==> config.mk <==
export PLATFORM = sky130hd
export DESIGN_NAME = mem_arbiter_ctrl
export DESIGN_NICKNAME = d
export VERILOG_FILES = /design/src/rtl/mem_arbiter_ctrl.sv
export SDC_FILE = /design/constraint.sdc
export NUM_CORES = 1
export LEC_CHECK = 0
export ABC_AREA = 1
export CAP_MARGIN = 25
export CELL_PAD_IN_SITES_DETAIL_PLACEMENT = 1
export CELL_PAD_IN_SITES_GLOBAL_PLACEMENT = 2
export CORE_ASPECT_RATIO = 1.5
export CORE_UTILIZATION = 30
export DETAILED_ROUTE_END_ITERATION = 16
export PLACE_DENSITY = 0.85
export REMOVE_ABC_BUFFERS = 1
export SLEW_MARGIN = 10
export SYNTH_ARGS = -nofsm -noshare
export SYNTH_HDL_FRONTEND = slang
export SYNTH_SLANG_ARGS = --single-unit
export TNS_END_PERCENT = 5
==> constraint.sdc <==
create_clock -name clk -period 6.7 [get_ports clk]
set_input_delay 1.005 -clock clk [delete_from_list [all_inputs] [get_ports clk]]
set_output_delay 1.005 -clock clk [all_outputs]
set_load 0.1 [all_outputs]
==> src/rtl/mem_arbiter_ctrl.sv <==
// mem_arbiter_ctrl: shares one byte-wide RAM port between the fetch unit
// (word reads) and the load/store buffer (byte/half/word reads and writes).
// Multi-byte accesses are split into little-endian byte beats. Each access
// returns a 32-bit result with a one-cycle done pulse.
//   clk, rst, rdy, clear      : clock, sync reset, global ready, flush
//   if_req/if_addr            : fetch request;  if_done/if_data  : result
//   lsb_req/wr/addr/size/wdata: load/store;     lsb_done/rdata   : result
//   mem_din/mem_dout/mem_a/mem_wr : RAM pins (registered read data)
module mem_arbiter_ctrl #(
  parameter int ADDR_WIDTH = 32,
  parameter int IF_BYTES   = 4
) (
  input  logic                  clk,
  input  logic                  rst,
  input  logic                  rdy,
  input  logic                  clear,
  input  logic                  if_req,
  input  logic [ADDR_WIDTH-1:0] if_addr,
  output logic                  if_done,
  output logic [31:0]           if_data,
  input  logic                  lsb_req,
  input  logic                  lsb_wr,
  input  logic [ADDR_WIDTH-1:0] lsb_addr,
  input  logic [1:0]            lsb_size,
  input  logic [31:0]           lsb_wdata,
  output logic                  lsb_done,
  output logic [31:0]           lsb_rdata,
  input  logic [7:0]            mem_din,
  output logic [7:0]            mem_dout,
  output logic [ADDR_WIDTH-1:0] mem_a,
  output logic                  mem_wr
);

  typedef enum logic [1:0] {IDLE, READ, WRITE} state_t;
  typedef enum logic {OWN_IF, OWN_LSB} owner_t;

  localparam logic [2:0] IF_LEN = 3'(IF_BYTES);

  state_t                state_q, state_d;
  owner_t                owner_q, owner_d;
  owner_t                last_grant_q, last_grant_d;
  logic [2:0]            cnt_q, cnt_d;
  logic [2:0]            len_q, len_d;
  logic [ADDR_WIDTH-1:0] addr_q, addr_d;
  logic [ADDR_WIDTH-1:0] mem_a_q, mem_a_d;
  logic [31:0]           wdata_q, wdata_d;
  logic [31:0]           buf_q, buf_d;
  logic [31:0]           if_data_q, if_data_d;
  logic [31:0]           lsb_rdata_q, lsb_rdata_d;
  logic [7:0]            mem_dout_q, mem_dout_d;
  logic                  mem_wr_q, mem_wr_d;
  logic                  if_done_q, if_done_d;
  logic                  lsb_done_q, lsb_done_d;

  logic [2:0]            cnt_inc;
  logic [1:0]            cnt_lo;
  logic [31:0]           din_shift;
  logic [31:0]           rd_word;
  logic [2:0]            size_len;
  logic [7:0]            next_byte;
  logic                  pick_if;
  logic                  pick_lsb;

  always_comb begin
    state_d      = state_q;
    owner_d      = owner_q;
    last_grant_d = last_grant_q;
    cnt_d        = cnt_q;
    len_d        = len_q;
    addr_d       = addr_q;
    mem_a_d      = mem_a_q;
    wdata_d      = wdata_q;
    buf_d        = buf_q;
    if_data_d    = if_data_q;
    lsb_rdata_d  = lsb_rdata_q;
    mem_dout_d   = mem_dout_q;
    mem_wr_d     = mem_wr_q;
    if_done_d    = 1'b0;
    lsb_done_d   = 1'b0;
    pick_if      = 1'b0;
    pick_lsb     = 1'b0;

    cnt_inc   = cnt_q + 3'd1;
    // Read data lags the address by two edges: the byte arriving now is beat cnt-1.
    cnt_lo    = cnt_q[1:0] - 2'd1;
    din_shift = {24'd0, mem_din} << {cnt_lo, 3'b000};
    rd_word   = buf_q | din_shift;

    case (lsb_size)
      2'b00:   size_len = 3'd1;
      2'b01:   size_len = 3'd2;
      default: size_len = 3'd4;
    endcase

    case (cnt_inc[1:0])
      2'd1:    next_byte = wdata_q[15:8];
      2'd2:    next_byte = wdata_q[23:16];
      2'd3:    next_byte = wdata_q[31:24];
      default: next_byte = wdata_q[7:0];
    endcase

    // With rdy low everything holds except the done flags, which stay one-cycle pulses.
    if (rdy) begin
      case (state_q)
        IDLE: begin
          if (!clear && !if_done_q && !lsb_done_q) begin
            pick_if  = if_req && (!lsb_req || last_grant_q == OWN_LSB);
            pick_lsb = lsb_req && !pick_if;
            if (pick_if) begin
              owner_d      = OWN_IF;
              last_grant_d = OWN_IF;
              addr_d       = if_addr;
              len_d        = IF_LEN;
              mem_a_d      = if_addr;
              mem_wr_d     = 1'b0;
              cnt_d        = '0;
              buf_d        = '0;
              state_d      = READ;
            end else if (pick_lsb) begin
              owner_d      = OWN_LSB;
              last_grant_d = OWN_LSB;
              addr_d       = lsb_addr;
              len_d        = size_len;
              wdata_d      = lsb_wdata;
              mem_a_d      = lsb_addr;
              mem_wr_d     = lsb_wr;
              cnt_d        = '0;
              buf_d        = '0;
              if (lsb_wr) begin
                mem_dout_d = lsb_wdata[7:0];
                state_d    = WRITE;
              end else begin
                state_d    = READ;
              end
            end
          end
        end

        READ: begin
          if (clear) begin
            state_d = IDLE;
            mem_a_d = '0;
          end else begin
            cnt_d = cnt_inc;
            if (cnt_inc < len_q) begin
              mem_a_d = addr_q + ADDR_WIDTH'(cnt_inc);
            end
            if (cnt_q != 3'd0) begin
              buf_d = rd_word;
            end
            if (cnt_q == len_q) begin
              state_d = IDLE;
              if (owner_q == OWN_IF) begin
                if_done_d = 1'b1;
                if_data_d = rd_word;
              end else begin
                lsb_done_d  = 1'b1;
                lsb_rdata_d = rd_word;
              end
            end
          end
        end

        WRITE: begin
          cnt_d = cnt_inc;
          if (cnt_inc < len_q) begin
            mem_a_d    = addr_q + ADDR_WIDTH'(cnt_inc);
            mem_dout_d = next_byte;
          end else begin
            mem_wr_d   = 1'b0;
            lsb_done_d = 1'b1;
            state_d    = IDLE;
          end
        end

        default: state_d = IDLE;
      endcase
    end
  end

  always_ff @(posedge clk) begin
    if (rst) begin
      state_q      <= IDLE;
      owner_q      <= OWN_IF;
      last_grant_q <= OWN_LSB;
      cnt_q        <= '0;
      len_q        <= '0;
      addr_q       <= '0;
      mem_a_q      <= '0;
      wdata_q      <= '0;
      buf_q        <= '0;
      if_data_q    <= '0;
      lsb_rdata_q  <= '0;
      mem_dout_q   <= '0;
      mem_wr_q     <= 1'b0;
      if_done_q    <= 1'b0;
      lsb_done_q   <= 1'b0;
    end else begin
      state_q      <= state_d;
      owner_q      <= owner_d;
      last_grant_q <= last_grant_d;
      cnt_q        <= cnt_d;
      len_q        <= len_d;
      addr_q       <= addr_d;
      mem_a_q      <= mem_a_d;
      wdata_q      <= wdata_d;
      buf_q        <= buf_d;
      if_data_q    <= if_data_d;
      lsb_rdata_q  <= lsb_rdata_d;
      mem_dout_q   <= mem_dout_d;
      mem_wr_q     <= mem_wr_d;
      if_done_q    <= if_done_d;
      lsb_done_q   <= lsb_done_d;
    end
  end

  assign if_done   = if_done_q;
  assign if_data   = if_data_q;
  assign lsb_done  = lsb_done_q;
  assign lsb_rdata = lsb_rdata_q;
  assign mem_dout  = mem_dout_q;
  assign mem_a     = mem_a_q;
  assign mem_wr    = mem_wr_q;

endmodule
==> metrics, run 1 <==
first-pass GRT wire length=60130 µm; post-synthesis register bit count=213; Peak VDD IR=roughly 0.14 mV; CTS tree=done; fin nets=1851; Max Fclk=0.2428 GHz; average wire per standard cell=17.05 µm; Die Y=between 200 and 250 µm; setup tns final=0 ns; Crit path arrival time=4.52 ns; placed insts=2163; Synth Warn #=0; cell area after layout=approximately 14000 µm²; dpl ws=between 1.5 and 2 ns; Routability Congestion=~0.86; crit path time final=4.118 ns; via count=roughly 11000; mapped cell area=10540 µm²; Max-cap violations=0; highest net fanout along the worst path=17; worst min-delay path class=flop to flop; fraction of registers with async set/reset=0%; final core occ=40.57%; Clk pin slew, worst setup/hold paths=0.07 ns; number of port buffers=219; Slew headroom=29.83%; Layout Cells excl Fill=2206; initial antenna violation count=0; static leakage=5.126 nW; starting density of the core=30.65%; vias in the first global route=around 11000; Post-Route Skew=0.006187 ns; Num CTS Buffers=23; Setup violations, final=0; Detailed Routing Iterations Pass 1=4; number of synthesized flops with an enable pin=0; Fin. Hold Viols=0; Root Driver=clkbuf_16; Post-CTS Resized=0; via-per-instance ratio=4.874; crit path capture type=flop; Worst Hold Slack=0.4437 ns; GR Overflow Total=0; Clock Tree Buf Depth=3; outcome=finished, final reports clean; Tot Pwr=3.676 mW; die area=between 30000 and 40000 µm²; # DRC=0; Seq/Total Area, Yosys=40.48%; Slew @ Worst Pin=~1.0 ns; post-route setup slack=between 2 and 3 ns; setup bufs post-CTS=0; main flop type after synthesis=dfxtp_1; Clock Latency Late Sink=0.52 ns; WS Path Type=flop to flop; GRT Overall Usage=21.06%; Unique masters post-synth=34; PD cells=263.6 nW/µm²; floorplan core area=around 34000 µm²; Mean Syn Cell Area=6.745 µm²; clk sinks=213; Critical Path Start Type=flop; num rows=between 80 and 90; number of inserted diodes=0; placed cell area=13080 µm²; initial drt markers=401; max-slew violations=0; H-tree depth=1; DRT antenna net count=0; Hold Buf Count CTS=0; chip width=155.0 µm; Layout area overhead=32.38%; final wirelength=37620 µm; IO Pins=220; hpwl dp=approximately 27000 µm; Cells after Synth=1562; fraction of layout instances using a drive strength above 1=6.038%; CP required=7.11 ns; largest net degree at the start of global routing=100; RSZ-0062 raised after global routing=false; period utilization=61.46%
-- layout make-up --
| cell class | count | area [µm²] |
|---|---|---|
| clock buffers | 29 | 648.1 |
| flip-flops and latches | 213 | 4264 |
| repair buffers | 234 | 2372 |
| well taps | 467 | 584.3 |
| clock inverters | 12 | 167.7 |
| multi-input cells | 1120 | 5416 |
| inverters | 131 | 493.0 |
| fillers | 4280 | 20430 |
-- power by group --
part	total [mW]	internal (mW)	switching, mW
logic	0.868	0.266	0.602
registers	1.41	1.35	0.0639
clock network	1.39	0.838	0.556
total	3.68	2.45	1.22
-- registers in the layout, summed over array words and instances, names as in the netlist --
register,flops
addr_q,32
buf_q,32
cnt_q,3
if_data,32
if_done,1
last_grant_q,1
len_q,3
lsb_done,1
lsb_rdata,32
mem_a,32
mem_dout,8
mem_wr,1
owner_q,1
state_q,2
wdata_q,32
-- cell families after synthesis --
group	count (synthesis)	share of synthesized area, %
adder cells (fa/ha/maj)	15	1.853
XOR/XNOR	10	0.8314
AND/OR/NAND/NOR	628	24.37
AO/OA/AOI/OAI	467	24.04
flip-flops	213	40.48
buffers and inverters	229	8.432
-- cells in the mapped netlist, types with 2 or more instances --
master    instances  area [µm²]
and2_1            2       12.51
or2_2            31       193.9
xnor2_1           3       26.28
nor2_4            2       22.52
dfxtp_1         213        4264
ha_1             14       175.2
buf_1             3       11.26
inv_2             7       26.28
o211ai_1          3       22.52
nand4_1           7       43.79
a21oi_1         203        1016
a21boi_0          2       15.01
clkbuf_1         74       277.8
o21ai_0         184       920.9
buf_2            20       100.1
a211oi_1         20       150.1
nand2_1         252       945.9
clkinv_1          2       7.510
nand3_1          36       180.2
a21oi_4           2       32.53
o21ai_1          15       75.07
nor3_1           35       175.2
inv_1           122       457.9
xor2_1            7       61.31
nor2_1          261       979.7
o21bai_1         34       255.2
-- worst max-delay path, cell delays in order, from the launching register on --
cell,delay [ns]
dfxtp_1,0.68
clkinv_1,0.53
ha_1,0.47
clkinv_1,0.53
fa_1,0.70
inv_1,0.12
nand2_1,0.08
nand2_1,0.31
nand2_1,0.17
o21ai_0,0.17
nand3_1,0.08
nand2_1,0.09
a21oi_1,0.06
-- per-layer routing --
metal | global-route usage [%] | vias to the layer above | routed length, µm
li1 | - | 5414 | -
met1 | 23.28 | 5059 | 14960
met2 | 41.22 | 223 | 20370
met3 | 2.244 | 55 | 1328
met4 | 6.652 | 0 | 966
met5 | 0 | - | 0
-- final timing paths --
| check | cells after the start | endpoint | slack [ns] | from |
|---|---|---|---|---|
| worst min register to register | 2 | if_data[23] | 0.44 | if_data[23] |
| worst max-delay path | 12 | mem_a[22] | 2.58 | cnt_q[0] |
| worst min-delay path | 2 | if_data[23] | 0.44 | if_data[23] |
| worst max register to register | 12 | mem_a[22] | 2.58 | cnt_q[0] |
-- cell usage in the layout, fill, tap and decap left out, types with 2 or more instances in the layout --
cell             instances
buf_4                   11
a211oi_1                20
xnor2_1                  3
nand4_1                  7
o21bai_1                34
o211ai_1                 3
clkbuf_16               23
buf_16                   3
clkdlybuf4s50_1        218
xor2_1                   7
o21ai_1                 15
nand2_1                251
clkbuf_8                 5
ha_1                    14
clkinv_2                 6
inv_2                    7
dfxtp_1                213
inv_1                  121
clkinvlp_4               3
and2_1                   2
bufinv_16                4
a21boi_0                 2
a21oi_4                  3
clkinv_1                 2
nand3_1                 35
a21oi_1                203
or2_2                   31
nor2_1                 261
nor2_4                   2
o21ai_0                183
o21ai_4                  2
nor3_1                  35
(Power assumes the default switching activity.)
==> run 2: changes to the inputs <==
Settings changed: CORE_UTILIZATION 30 to 25, PLACE_DENSITY 0.85 to 0.75.
Clock period 6.7 ns to 3.6 ns, I/O delays scaled along.
==> run 2 against run 1 <==
Die area is 20% higher. Combinational power increased by 90%. Non-clock buffer count rose by 12. Register-to-register slack worse by 1.9 ns. Sequential power is 86% higher. Worst setup slack got worse by 1.9 ns. Global-route usage shrank 2.6 points. First-iteration DRC count rose by 5.0%. Hold slack got worse by 0.0016 ns. Critical path type unchanged. Largest power group unchanged. Highest routed layer unchanged.
==> metrics, run 2 (synthesis results as in run 1) <==
outcome=finished, final reports clean; max-slew violations=0 (unchanged); leading cell type in the layout, fill and taps excluded=nor2_1; Slew @ Worst Pin=1.095 ns (+0.04594 ns); RSZ-0062 raised after global routing=false; crit path from=cnt_q[0]; HP Start=lsb_rdata[0]; Bufs and invs on worst path=3 (unchanged); num rows=91 (+9.6%); highest net fanout along the worst path=35 (+18); Num CTS Buffers=24 (+4.3%); Slew headroom=26.76% (-3.1 points); Critical Path Start Type=flop; worst min-delay path class=flop to flop; number of inserted diodes=0 (unchanged); GR Overflow Total=0 (unchanged); Worst Hold End=lsb_rdata[0]; CP cell instances=clkinv_1 > ha_1 > ha_1 > a21oi_1 > o21ai_2 > inv_1 > buf_12 > o21ai_0 > nand2_1 > a21oi_1; post-route setup slack=0.6768 ns (-1.905 ns); Die Y=253.4 µm (+9.5%); period utilization=81.20% (+20 points); Peak VDD IR=0.2829 mV (+100%); Max Fclk=0.3421 GHz (+41%); fin nets=1864 (+0.70%); CTS tree=done; worst-case reg-to-reg path depth=10 (-2); Layout Cells excl Fill=2311 (+4.8%); static leakage=5.174 nW (+0.94%); chip width=169.6 µm (+9.4%); reg2reg setup slack=0.68 ns (-1.91 ns); WS Path Type=flop to flop; Top delay family on crit path=compound AO/OA/AOI/OAI gates; Worst path depth=10 (-2); H-tree depth=1 (unchanged); final wirelength=39520 µm (+5.1%); most frequent cells in the layout=261 x nor2_1, 251 x nand2_1, 218 x clkdlybuf4s50_1; CP peak stage delay=0.43 ns (-0.27 ns); reg2reg end=mem_a[0]; die area=42980 µm² (+20%); crit path capture type=flop; reg2reg start=cnt_q[0]; via count=10892 (+1.3%); crit path time final=2.923 ns (-1.195 ns); vias in the first global route=11407 (+2.7%); IO Pins=220 (unchanged); CP required=4.05 ns (-3.06 ns); floorplan core area=41330 µm² (+20%); starting density of the core=25.49% (-5.2 points); final core occ=34.20% (-6.4 points); Detailed Routing Iterations Pass 1=4 (unchanged); GRT Overall Usage=18.46% (-2.6 points); Setup violations, final=0 (unchanged); WHS Path Cells=2 (unchanged); Tot Pwr=6.841 mW (+86%); fraction of layout instances using a drive strength above 1=6.731% (+0.69 points); initial drt markers=421 (+5.0%); clk sinks=213 (unchanged); Layout area overhead=34.16%; PD cells=484.0 nW/µm² (+84%); Clk pin slew, worst setup/hold paths=0.06 ns (about the same); Clock Latency Late Sink=0.54 ns (+0.02 ns); Crit path arrival time=3.38 ns (-1.14 ns); Routability Congestion=0.8678 (+1.5%); dpl ws=0.3968 ns (-1.550 ns); largest net degree at the start of global routing=66 (-34%); average wire per standard cell=17.10 µm (+0.28%); first-pass GRT wire length=62410 µm (+3.8%); number of port buffers=219 (unchanged); # DRC=0 (unchanged); hpwl dp=28630 µm (+7.4%); via-per-instance ratio=4.713 (-3.3%); initial antenna violation count=0 (unchanged); Root Driver=clkbuf_16; Fin. Hold Viols=0 (unchanged); placed insts=2268 (+4.9%); DRT antenna net count=0 (unchanged); CP max-delay cell=inv_1; Clock Tree Buf Depth=3 (unchanged); Max-cap violations=0 (unchanged); setup tns final=0 ns (unchanged); Post-Route Skew=0.009617 ns (+0.003430 ns)
run 2: cell types whose count changed in the layout (fill, tap and decap cells not counted), moves of 2 or more:
cell and delta:
buf_4 +12, bufinv_16 -2, clkbuf_1 +2, clkbuf_16 +2
run 2: metrics by stage:
stage	cell area (µm²)	hold WS (ns)
2_1_floorplan	10140	0.4430
3_3_place_gp	13260	0.4356
3_5_place_dp	13320	0.4341
4_1_cts	14130	0.4442
5_1_grt	14130	0.4625
6_report	14130	0.4421
run 2: how the worst max path moves through the flow:
stage	endpoint	slack [ns]
CTS	mem_a[0]	0.38
global placement	mem_a[2]	0.49
finish	mem_a[0]	0.68
global route	mem_a[0]	0.30
floorplan	buf_q[0]	0.02
detailed placement	mem_a[0]	0.40
run 2: worst register-to-register path: stages, from the launching register on:
cell,delay [ns]
dfxtp_1,0.39
clkinv_1,0.11
ha_1,0.38
ha_1,0.30
a21oi_1,0.07
o21ai_2,0.41
inv_1,0.43
buf_12,0.30
o21ai_0,0.27
nand2_1,0.08
a21oi_1,0.12
run 2: area by class of cell:
cell class,instances,area (µm²)
clock buffer,32,691.9
fill,5120,27200
clock inverter,11,118.9
tap,558,698.2
multi-input combinational,1120,5413
sequential,213,4264
timing repair buffer,246,2455
inverter,131,493.0
run 2: routing by layer:
layer / routed length (µm) / up-vias / GRT usage [%] / share of wire (%)
met5: 0 / - / 0 / 0
met4: 1340 / 0 / 7.027 / 3.4
met3: 1143 / 64 / 1.876 / 2.9
met2: 21380 / 228 / 36.26 / 54
met1: 15660 / 5139 / 19.82 / 40
li1: - / 5461 / - / -
run 2: what timing repair did:
action / CTS / global route
resized for setup: 0 / 1
hold buffers: 0 / 0
setup buffers: 0 / 0
hold endpoints to repair: 0 / 0
endpoints found under the setup margin: 0 / 2
run 2: where the power goes:
group          switching, mW  internal, mW
Sequential             0.114          2.51
Combinational           1.13         0.513
Clock                   1.07          1.50
